--- config.mk ---
export PLATFORM = sky130hd
export DESIGN_NAME = rasterizer_depth_fetch_pipe_flat
export DESIGN_NICKNAME = d
export VERILOG_FILES = /design/src/rtl/raster_pkg.sv /design/src/rtl/rasterizer_depth_fetch_pipe_if.sv /design/src/rtl/raster_sync_fifo.sv /design/src/rtl/rasterizer_depth_fetch_pipe.sv /design/src/flat_wrapper.sv
export SDC_FILE = /design/constraint.sdc
export NUM_CORES = 2
export LEC_CHECK = 0
export CAP_MARGIN = 20
export CORE_MARGIN = 2
export CORE_UTILIZATION = 49
export CTS_BUF_LIST = sky130_fd_sc_hd__clkbuf_8
export CTS_CLUSTER_SIZE = 14
export DETAILED_ROUTE_END_ITERATION = 6
export PLACE_DENSITY = 0.79
export SLEW_MARGIN = 20
export SYNTH_ARGS = -nofsm -noshare
export SYNTH_HDL_FRONTEND = slang
export SYNTH_SLANG_ARGS = --single-unit
--- constraint.sdc ---
create_clock -name clock -period 68.3 [get_ports clock]
set_input_delay 13.66 -clock clock [delete_from_list [all_inputs] [get_ports clock]]
set_output_delay 13.66 -clock clock [all_outputs]
set_load 0.05 [all_outputs]
--- src/rtl/raster_pkg.sv ---
// rtl/raster_pkg.sv - shared widths and fragment type for the rasterizer depth-fetch stage
package raster_pkg;

  localparam int RASTER_ADDR_W          = 26;
  localparam int RASTER_COLOR_W         = 24;
  localparam int RASTER_DEPTH_W         = 32;
  localparam int RASTER_DATA_W          = 32;
  localparam int RASTER_MAX_OUTSTANDING = 8;
  localparam int RASTER_DEPTH_OFFSET    = 4;

  typedef struct packed {
    logic [RASTER_ADDR_W-1:0]  addr;
    logic [RASTER_COLOR_W-1:0] color;
    logic [RASTER_DEPTH_W-1:0] depth;
  } raster_frag_t;

endpackage

--- src/rtl/rasterizer_depth_fetch_pipe_if.sv ---
// rtl/rasterizer_depth_fetch_pipe_if.sv - fragment, memory-master and result signals of the depth-fetch stage
interface rasterizer_depth_fetch_pipe_if
  import raster_pkg::*;
#(
  parameter int ADDR_W  = RASTER_ADDR_W,
  parameter int COLOR_W = RASTER_COLOR_W,
  parameter int DEPTH_W = RASTER_DEPTH_W,
  parameter int DATA_W  = RASTER_DATA_W
);

  logic                  input_valid;
  logic [ADDR_W-1:0]     addr_in;
  logic [COLOR_W-1:0]    color_in;
  logic [DEPTH_W-1:0]    depth_in;
  logic                  wait_request;

  logic [ADDR_W-1:0]     master_address;
  logic                  master_read;
  logic                  master_write;
  logic [DATA_W/8-1:0]   master_byteenable;
  logic [DATA_W-1:0]     master_writedata;
  logic                  master_waitrequest;
  logic [DATA_W-1:0]     master_readdata;
  logic                  master_readdatavalid;

  logic                  output_valid;
  logic                  output_ready;
  logic [ADDR_W-1:0]     addr_out;
  logic [COLOR_W-1:0]    color_out;
  logic [DEPTH_W-1:0]    new_depth_out;
  logic [DEPTH_W-1:0]    old_depth_out;
  logic                  underflow_err;

  // The depth-fetch stage itself
  modport master (
    input  input_valid, addr_in, color_in, depth_in,
    output wait_request,
    output master_address, master_read, master_write, master_byteenable, master_writedata,
    input  master_waitrequest, master_readdata, master_readdatavalid,
    output output_valid, addr_out, color_out, new_depth_out, old_depth_out, underflow_err,
    input  output_ready
  );

  // Fragment source, memory slave and result sink around the stage
  modport slave (
    output input_valid, addr_in, color_in, depth_in,
    input  wait_request,
    input  master_address, master_read, master_write, master_byteenable, master_writedata,
    output master_waitrequest, master_readdata, master_readdatavalid,
    input  output_valid, addr_out, color_out, new_depth_out, old_depth_out, underflow_err,
    output output_ready
  );

endinterface

--- src/rtl/raster_sync_fifo.sv ---
// rtl/raster_sync_fifo.sv - registered synchronous FIFO with full/empty/count
module raster_sync_fifo #(
  parameter int WIDTH = 8,
  parameter int DEPTH = 8
) (
  input  logic                     clock,
  input  logic                     reset,
  input  logic                     push,
  input  logic [WIDTH-1:0]         push_data,
  input  logic                     pop,
  output logic [WIDTH-1:0]         pop_data,
  output logic                     full,
  output logic                     empty,
  output logic [$clog2(DEPTH):0]   count
);

  localparam int PTR_W = $clog2(DEPTH);
  localparam int CNT_W = PTR_W + 1;

  logic [WIDTH-1:0] mem [DEPTH];
  logic [PTR_W-1:0] wr_ptr;
  logic [PTR_W-1:0] rd_ptr;
  logic [CNT_W-1:0] count_q;
  logic             do_push;
  logic             do_pop;

  assign empty    = (count_q == '0);
  assign full     = (count_q == CNT_W'(DEPTH));
  assign count    = count_q;
  assign pop_data = mem[rd_ptr];

  // A push into a full FIFO is only taken when a pop frees the head slot in the same cycle
  assign do_pop  = pop && !empty;
  assign do_push = push && (!full || do_pop);

  // Storage, pointers and occupancy; storage is cleared so heads read as zero after reset
  always_ff @(posedge clock or posedge reset) begin
    if (reset) begin
      for (int i = 0; i < DEPTH; i++) begin
        mem[i] <= '0;
      end
      wr_ptr  <= '0;
      rd_ptr  <= '0;
      count_q <= '0;
    end else begin
      if (do_push) begin
        mem[wr_ptr] <= push_data;
        wr_ptr      <= wr_ptr + 1'b1;
      end
      if (do_pop) begin
        rd_ptr <= rd_ptr + 1'b1;
      end
      case ({do_push, do_pop})
        2'b10:   count_q <= count_q + 1'b1;
        2'b01:   count_q <= count_q - 1'b1;
        default: count_q <= count_q;
      endcase
    end
  end

endmodule

--- src/rtl/rasterizer_depth_fetch_pipe.sv ---
// rtl/rasterizer_depth_fetch_pipe.sv - depth-fetch stage; RASTER_DEPTH_TEST_EN enables in-stage depth culling
module rasterizer_depth_fetch_pipe
  import raster_pkg::*;
#(
  parameter int ADDR_W          = RASTER_ADDR_W,
  parameter int COLOR_W         = RASTER_COLOR_W,
  parameter int DEPTH_W         = RASTER_DEPTH_W,
  parameter int DATA_W          = RASTER_DATA_W,
  parameter int MAX_OUTSTANDING = RASTER_MAX_OUTSTANDING,
  parameter int DEPTH_OFFSET    = RASTER_DEPTH_OFFSET
) (
  input  logic                          clock,
  input  logic                          reset,
  rasterizer_depth_fetch_pipe_if.master bus
);

  localparam int META_W = ADDR_W + COLOR_W + DEPTH_W;
  localparam int CNT_W  = $clog2(MAX_OUTSTANDING) + 1;

  logic               cmd_valid;
  logic [ADDR_W-1:0]  cmd_addr;
  logic               wait_req;
  logic               accept;
  logic               cmd_retire;

  logic               meta_full;
  logic               meta_empty;
  logic [CNT_W-1:0]   meta_count;
  logic [META_W-1:0]  meta_head;

  logic               resp_full;
  logic               resp_empty;
  logic [CNT_W-1:0]   resp_count;
  logic [DEPTH_W-1:0] resp_head;

  logic               orphan_resp;
  logic               resp_push;
  logic               underflow_q;
  logic               pair_valid;
  logic               depth_fail;
  logic               pair_pop;

  // A stalled command blocks new fragments; a retiring one lets the next fragment in on the same cycle
  assign wait_req   = meta_full || (cmd_valid && bus.master_waitrequest);
  assign accept     = bus.input_valid && !wait_req;
  assign cmd_retire = cmd_valid && !bus.master_waitrequest;

  // Single-entry read command register, held while the slave stalls
  always_ff @(posedge clock or posedge reset) begin
    if (reset) begin
      cmd_valid <= 1'b0;
      cmd_addr  <= '0;
    end else if (accept) begin
      cmd_valid <= 1'b1;
      cmd_addr  <= bus.addr_in + ADDR_W'(DEPTH_OFFSET);
    end else if (cmd_retire) begin
      cmd_valid <= 1'b0;
    end
  end

  raster_sync_fifo #(
    .WIDTH (META_W),
    .DEPTH (MAX_OUTSTANDING)
  ) u_meta_fifo (
    .clock     (clock),
    .reset     (reset),
    .push      (accept),
    .push_data ({bus.addr_in, bus.color_in, bus.depth_in}),
    .pop       (pair_pop),
    .pop_data  (meta_head),
    .full      (meta_full),
    .empty     (meta_empty),
    .count     (meta_count)
  );

  // A response with every queued fragment already paired is stale (issued before a reset) and is dropped
  assign orphan_resp = bus.master_readdatavalid && (resp_count >= meta_count);
  assign resp_push   = bus.master_readdatavalid && !orphan_resp && !resp_full;

  raster_sync_fifo #(
    .WIDTH (DEPTH_W),
    .DEPTH (MAX_OUTSTANDING)
  ) u_resp_fifo (
    .clock     (clock),
    .reset     (reset),
    .push      (resp_push),
    .push_data (bus.master_readdata[DEPTH_W-1:0]),
    .pop       (pair_pop),
    .pop_data  (resp_head),
    .full      (resp_full),
    .empty     (resp_empty),
    .count     (resp_count)
  );

  // Sticky record of any dropped stale response
  always_ff @(posedge clock or posedge reset) begin
    if (reset) begin
      underflow_q <= 1'b0;
    end else if (orphan_resp) begin
      underflow_q <= 1'b1;
    end
  end

  assign pair_valid = !meta_empty && !resp_empty;

`ifdef RASTER_DEPTH_TEST_EN
  // Fragments that are not strictly nearer than the stored depth are culled here
  assign depth_fail = pair_valid && (meta_head[DEPTH_W-1:0] >= resp_head);
`else
  assign depth_fail = 1'b0;
`endif

  // Culled pairs drain one per cycle without waiting on downstream
  assign pair_pop = pair_valid && (bus.output_ready || depth_fail);

  assign bus.wait_request      = wait_req;
  assign bus.master_address    = cmd_addr;
  assign bus.master_read       = cmd_valid;
  assign bus.master_write      = 1'b0;
  assign bus.master_byteenable = '1;
  assign bus.master_writedata  = '0;

  assign bus.output_valid  = pair_valid && !depth_fail;
  assign bus.addr_out      = meta_head[META_W-1 -: ADDR_W];
  assign bus.color_out     = meta_head[DEPTH_W +: COLOR_W];
  assign bus.new_depth_out = meta_head[DEPTH_W-1:0];
  assign bus.old_depth_out = resp_head;
  assign bus.underflow_err = underflow_q;

endmodule

--- src/flat_wrapper.sv ---
// flat-port wrapper written by rule: the top's interface ports become plain ports
module rasterizer_depth_fetch_pipe_flat import raster_pkg::*;
#(
  parameter int ADDR_W          = RASTER_ADDR_W,
  parameter int COLOR_W         = RASTER_COLOR_W,
  parameter int DEPTH_W         = RASTER_DEPTH_W,
  parameter int DATA_W          = RASTER_DATA_W,
  parameter int MAX_OUTSTANDING = RASTER_MAX_OUTSTANDING,
  parameter int DEPTH_OFFSET    = RASTER_DEPTH_OFFSET
)
  (clock, reset, bus_input_valid, bus_addr_in, bus_color_in, bus_depth_in, bus_wait_request, bus_master_address, bus_master_read, bus_master_write, bus_master_byteenable, bus_master_writedata, bus_master_waitrequest, bus_master_readdata, bus_master_readdatavalid, bus_output_valid, bus_addr_out, bus_color_out, bus_new_depth_out, bus_old_depth_out, bus_underflow_err, bus_output_ready);
  rasterizer_depth_fetch_pipe_if #(.ADDR_W(ADDR_W), .COLOR_W(COLOR_W), .DEPTH_W(DEPTH_W), .DATA_W(DATA_W)) bus_i ();
  input  logic clock;
  input  logic reset;
  input wire logic [$bits(bus_i.input_valid)-1:0] bus_input_valid;
  input wire logic [$bits(bus_i.addr_in)-1:0] bus_addr_in;
  input wire logic [$bits(bus_i.color_in)-1:0] bus_color_in;
  input wire logic [$bits(bus_i.depth_in)-1:0] bus_depth_in;
  output wire logic [$bits(bus_i.wait_request)-1:0] bus_wait_request;
  output wire logic [$bits(bus_i.master_address)-1:0] bus_master_address;
  output wire logic [$bits(bus_i.master_read)-1:0] bus_master_read;
  output wire logic [$bits(bus_i.master_write)-1:0] bus_master_write;
  output wire logic [$bits(bus_i.master_byteenable)-1:0] bus_master_byteenable;
  output wire logic [$bits(bus_i.master_writedata)-1:0] bus_master_writedata;
  input wire logic [$bits(bus_i.master_waitrequest)-1:0] bus_master_waitrequest;
  input wire logic [$bits(bus_i.master_readdata)-1:0] bus_master_readdata;
  input wire logic [$bits(bus_i.master_readdatavalid)-1:0] bus_master_readdatavalid;
  output wire logic [$bits(bus_i.output_valid)-1:0] bus_output_valid;
  output wire logic [$bits(bus_i.addr_out)-1:0] bus_addr_out;
  output wire logic [$bits(bus_i.color_out)-1:0] bus_color_out;
  output wire logic [$bits(bus_i.new_depth_out)-1:0] bus_new_depth_out;
  output wire logic [$bits(bus_i.old_depth_out)-1:0] bus_old_depth_out;
  output wire logic [$bits(bus_i.underflow_err)-1:0] bus_underflow_err;
  input wire logic [$bits(bus_i.output_ready)-1:0] bus_output_ready;
  assign bus_i.input_valid = bus_input_valid;
  assign bus_i.addr_in = bus_addr_in;
  assign bus_i.color_in = bus_color_in;
  assign bus_i.depth_in = bus_depth_in;
  assign bus_wait_request = bus_i.wait_request;
  assign bus_master_address = bus_i.master_address;
  assign bus_master_read = bus_i.master_read;
  assign bus_master_write = bus_i.master_write;
  assign bus_master_byteenable = bus_i.master_byteenable;
  assign bus_master_writedata = bus_i.master_writedata;
  assign bus_i.master_waitrequest = bus_master_waitrequest;
  assign bus_i.master_readdata = bus_master_readdata;
  assign bus_i.master_readdatavalid = bus_master_readdatavalid;
  assign bus_output_valid = bus_i.output_valid;
  assign bus_addr_out = bus_i.addr_out;
  assign bus_color_out = bus_i.color_out;
  assign bus_new_depth_out = bus_i.new_depth_out;
  assign bus_old_depth_out = bus_i.old_depth_out;
  assign bus_underflow_err = bus_i.underflow_err;
  assign bus_i.output_ready = bus_output_ready;
  rasterizer_depth_fetch_pipe #(.ADDR_W(ADDR_W), .COLOR_W(COLOR_W), .DEPTH_W(DEPTH_W), .DATA_W(DATA_W), .MAX_OUTSTANDING(MAX_OUTSTANDING), .DEPTH_OFFSET(DEPTH_OFFSET)) u_core (.clock(clock), .reset(reset), .bus(bus_i));
endmodule
==> tab_implementation.tex <==
\begin{tabular}{lr}
\hline
Metric & Value \\
\hline
\multicolumn{2}{l}{\textbf{Run status}} \\
Result of the run & finished, final reports clean \\
\multicolumn{2}{l}{\textbf{Timing}} \\
Post-Route Setup TNS & 0 ns \\
Fin. Hold Viols & 0 \\
Headroom to the max-slew limit & 0.2745 \\
Post-route clock skew & 0.03554 ns \\
Final worst-path cycle share & 0.4268 \\
RSZ-0062 raised after global routing & false \\
Maximum clock frequency & 34.30 MHz \\
Final setup viols & 0 \\
Measured slew at the worst slew-check pin & 1.088 ns \\
Post-layout min period & 29.15 ns \\
Final slew viol count & 0 \\
\multicolumn{2}{l}{\textbf{Routing}} \\
Via count & 24,254 \\
Routed vias/inst & between 5 and 6 \\
Remaining antenna violation count after routing & 0 \\
Total DRC errors in the routed layout & 0 \\
1st-pass router iterations & 7 \\
Drt wl/cell & between 20 and 25 microns \\
Post-Route WL & 99,900 microns \\
DRC marker count from the first detailed-route iteration & 1,431 \\
\multicolumn{2}{l}{\textbf{Global routing}} \\
Most utilized layer in the global route result & met2 \\
Congestion Overflow GR & 0 \\
Global-route wire length before repair & approximately 160,000 microns \\
Antenna violations before repair & 15 \\
Largest net degree at the start of global routing & 205 \\
Via count of the first global-routing pass & 27,019 \\
Global-route usage over all layers & 0.2236 \\
Met3 Usage GRT & 0.05518 \\
Met2 global-route usage & 0.3776 \\
Met1 usage & 0.2778 \\
\multicolumn{2}{l}{\textbf{Floorplanning}} \\
Initial Utilization & 0.4928 \\
Chip height & 301.4 microns \\
Die ar. & 0.09086 sq mm \\
Area of the core & between 0.08 and 0.09 sq mm \\
Number of ports placed on the die boundary & 301 \\
Die width & between 300 and 400 microns \\
Num rows & 109 \\
\multicolumn{2}{l}{\textbf{Pwr}} \\
Total power divided by cell area & 58.00 mW/mm\^{}2 \\
Total leakage power & 21.31 nW \\
Peak supply drop & 55.43 uV \\
\multicolumn{2}{l}{\textbf{Min path}} \\
Worst Hold Launch & u\_core.u\_resp\_fifo.rd\_ptr[2] \\
Cell depth of the worst hold path & 1 \\
Type of the most critical hold path & flip-flop to flip-flop \\
Hold Path Sink & u\_core.u\_resp\_fifo.rd\_ptr[2] \\
\multicolumn{2}{l}{\textbf{Setup path}} \\
Register-to-Register Path Depth & 7 \\
Critical path fanouts, max & 5 \\
Worst setup path category & primary input to output port \\
Data arrival time of the worst path & approximately 15 ns \\
Endpoint of the most critical register-to-register path & u\_core.u\_meta\_fifo.mem[67] \\
Type of element launching the critical path & primary input \\
Crit path capture type & output port \\
Worst reg2reg path startpoint & u\_core.u\_meta\_fifo.count[0] \\
Flop-to-flop setup slack & 64.57 ns \\
WP data required & 54.64 ns \\
\multicolumn{2}{l}{\textbf{Synthesis}} \\
Leading area contributor after synthesis & sky130\_fd\_sc\_hd\_\_dfrtp\_1 \\
Proportion of synthesized chip area in sequential cells & 0.5542 \\
Avg Synthesized Cell Area & about 16 sq um \\
Synthesized cell area & 0.04335 sq mm \\
Flip-flop and latch count after synthesis & 960 \\
Cell count after synthesis & roughly 2,700 \\
Area contributors post-synth & sky130\_fd\_sc\_hd\_\_dfrtp\_1 (55\%), sky130\_fd\_sc\_hd\_\_mux2\_2 (26\%), sky130\_fd\_sc\_hd\_\_mux4\_2 (12\%) \\
Number of warning messages in the yosys log & 0 \\
Top-area cell type share of the netlist area & 0.5542 \\
Number of library cell types mapped by synthesis & between 40 and 50 \\
\multicolumn{2}{l}{\textbf{Clock network}} \\
TritonCTS clock tree & built \\
Clock-pin slew of the registers on the worst-case setup and hold paths & roughly 0.05 ns \\
Worst skew pair latency & between 0.8 and 0.9 ns \\
Total number of H-tree levels & 4 \\
Total of hold buffers inserted after clock tree synthesis & 0 \\
Cells resized by post-CTS repair & 0 \\
Number of buffers inserted by post-CTS setup repair & 0 \\
Number of buffers created by CTS & 159 \\
Total number of clock tree sinks & 960 \\
CTS Root Buffer Type & sky130\_fd\_sc\_hd\_\_clkbuf\_8 \\
Maximum number of buffers from clock root to sink & 3 \\
\multicolumn{2}{l}{\textbf{Layout}} \\
Layout overhead on the synthesized area & 15.66\% \\
Final design area excluding fillers & 0.05014 sq mm \\
Share of post-route cells with drive strength above 1 & 0.4990 \\
Final Net Count & 3,077 \\
\multicolumn{2}{l}{\textbf{Job}} \\
\# Max-Cap Violations & 0 \\
\multicolumn{2}{l}{\textbf{Placement}} \\
Number of port buffers & roughly 260 \\
Weighted congestion reported at the end of routability-driven placement & between 0.7 and 0.8 \\
Instance area after placement & around 0.047 sq mm \\
Post-detail-place hpwl & 57,700 microns \\
\hline
\end{tabular}
## registers in the layout, summed over array words and instances (netlist names), 3 cells and up
register / cells
u_core.bus.master_address: 26
u_core.u_meta_fifo.count: 4
u_core.u_meta_fifo.mem: 656
u_core.u_meta_fifo.rd_ptr: 3
u_core.u_meta_fifo.wr_ptr: 3
u_core.u_resp_fifo.count: 4
u_core.u_resp_fifo.mem: 256
u_core.u_resp_fifo.rd_ptr: 3
u_core.u_resp_fifo.wr_ptr: 3
## worst max-delay path by stage
stage / from / end / cells past startpoint
finish: bus_master_waitrequest / bus_wait_request / 5
global route: bus_master_waitrequest / bus_wait_request / 5
CTS: bus_master_waitrequest / bus_wait_request / 5
detailed placement: bus_master_waitrequest / bus_wait_request / 5
global placement: bus_master_waitrequest / bus_wait_request / 5
floorplan: reset / u_core.bus.master_address[0] / 1
## critical path, stage by stage
cell and delay, ns:
sky130_fd_sc_hd__clkdlybuf4s50_1 0.40, sky130_fd_sc_hd__nand2_1 0.09, sky130_fd_sc_hd__a21boi_2 0.42, sky130_fd_sc_hd__inv_1 0.16, sky130_fd_sc_hd__clkdlybuf4s50_1 0.74
## through the flow
step | power (W) | hold slack, ns | util | setup WS, ns | instances
after floorplan | 0.002034 | 0.4524 | - | 27.64 | 2701
after global placement | 0.002352 | 0.4621 | 0.5324 | 39.23 | 3942
after detailed placement | 0.002427 | 0.4631 | 0.5327 | 39.22 | 3943
after CTS | 0.002938 | 0.4749 | 0.5690 | 39.20 | 4229
after global routing | 0.003060 | 0.5078 | 0.5699 | 39.10 | 4236
final | 0.002908 | 0.4720 | 0.5700 | 39.15 | 4237
## where the power goes
group	switching, W	internal [W]
sequential	0.000171	0.000852
clock	0.000235	0.000265
combinational	0.000699	0.000685
total	0.00111	0.00180
## layout by cell type (no fill, tap or decap), drive strengths merged, types with 2 or more instances in the layout
cell type	Yosys	final
xor2	23	23
nor3	5	5
nand3b	3	3
ha	15	15
and4	2	2
nand4	9	9
dfrtp	960	960
conb	2	37
nor4b	3	3
mux2	1032	1032
a21boi	2	2
diode	0	6
mux4	228	228
a21oi	7	7
and3	2	2
nor2	13	13
nand3	9	9
bufinv	0	2
clkbuf	65	192
buf	164	45
inv	12	87
nor4	4	4
nand2b	2	2
nand2	50	50
clkdlybuf4s50	0	263
o21ai	27	27
clkinv	0	16
xnor2	16	16
a21o	2	2
## cell families (layout without fill, tap and decap cells)
| kind of cell | count (synthesis) | after routing | synth area share |
|---|---|---|---|
| multiplexers | 1260 | 1260 | 0.3865 |
| buffers and inverters | 241 | 606 | 0.02803 |
| AND/OR/NAND/NOR | 109 | 109 | 0.01351 |
| XOR/XNOR | 39 | 39 | 0.007880 |
| AO/OA/AOI/OAI | 39 | 39 | 0.004878 |
| adder cells (fa/ha/maj) | 16 | 16 | 0.004791 |
| other | 2 | 43 | 0.0001732 |
| flip-flops | 960 | 960 | 0.5542 |
## layer usage
layer,wire (microns),up-vias
li1,-,10378
met2,51450,582
met1,40300,13086
met5,98,-
met3,5228,192
met4,2822,16
## synth_stat cells, drive strengths merged
| cell type | n |
|---|---|
| o211ai | 1 |
| xor2 | 23 |
| nor3 | 5 |
| nand4 | 9 |
| nor2 | 13 |
| nand2b | 2 |
| nand2 | 50 |
| clkbuf | 65 |
| nor2b | 1 |
| and4 | 2 |
| mux4 | 228 |
| conb | 2 |
| xnor2 | 16 |
| nand3 | 9 |
| nor3b | 1 |
| mux2 | 1032 |
| and2 | 1 |
| a21o | 2 |
| o21ai | 27 |
| buf | 164 |
| a21oi | 7 |
| ha | 15 |
| nor4b | 3 |
| fa | 1 |
| nand3b | 3 |
| or3 | 1 |
| dfrtp | 960 |
| and3 | 2 |
| or2 | 1 |
| inv | 12 |
| a21boi | 2 |
| nor4 | 4 |
| and3b | 1 |
| nand4b | 1 |
## area by class of cell
type	count	area [sq um]
antenna	6	15.01
multi-input combinational	1500	18320
sequential	960	24040
clock buffer	192	2643
fill	6684	37830
tap	1165	1458
inverter	12	52.55
clock inverter	94	551.8
timing repair buffer	308	3063
No activity file was read; power rests on OpenSTA's default activity.
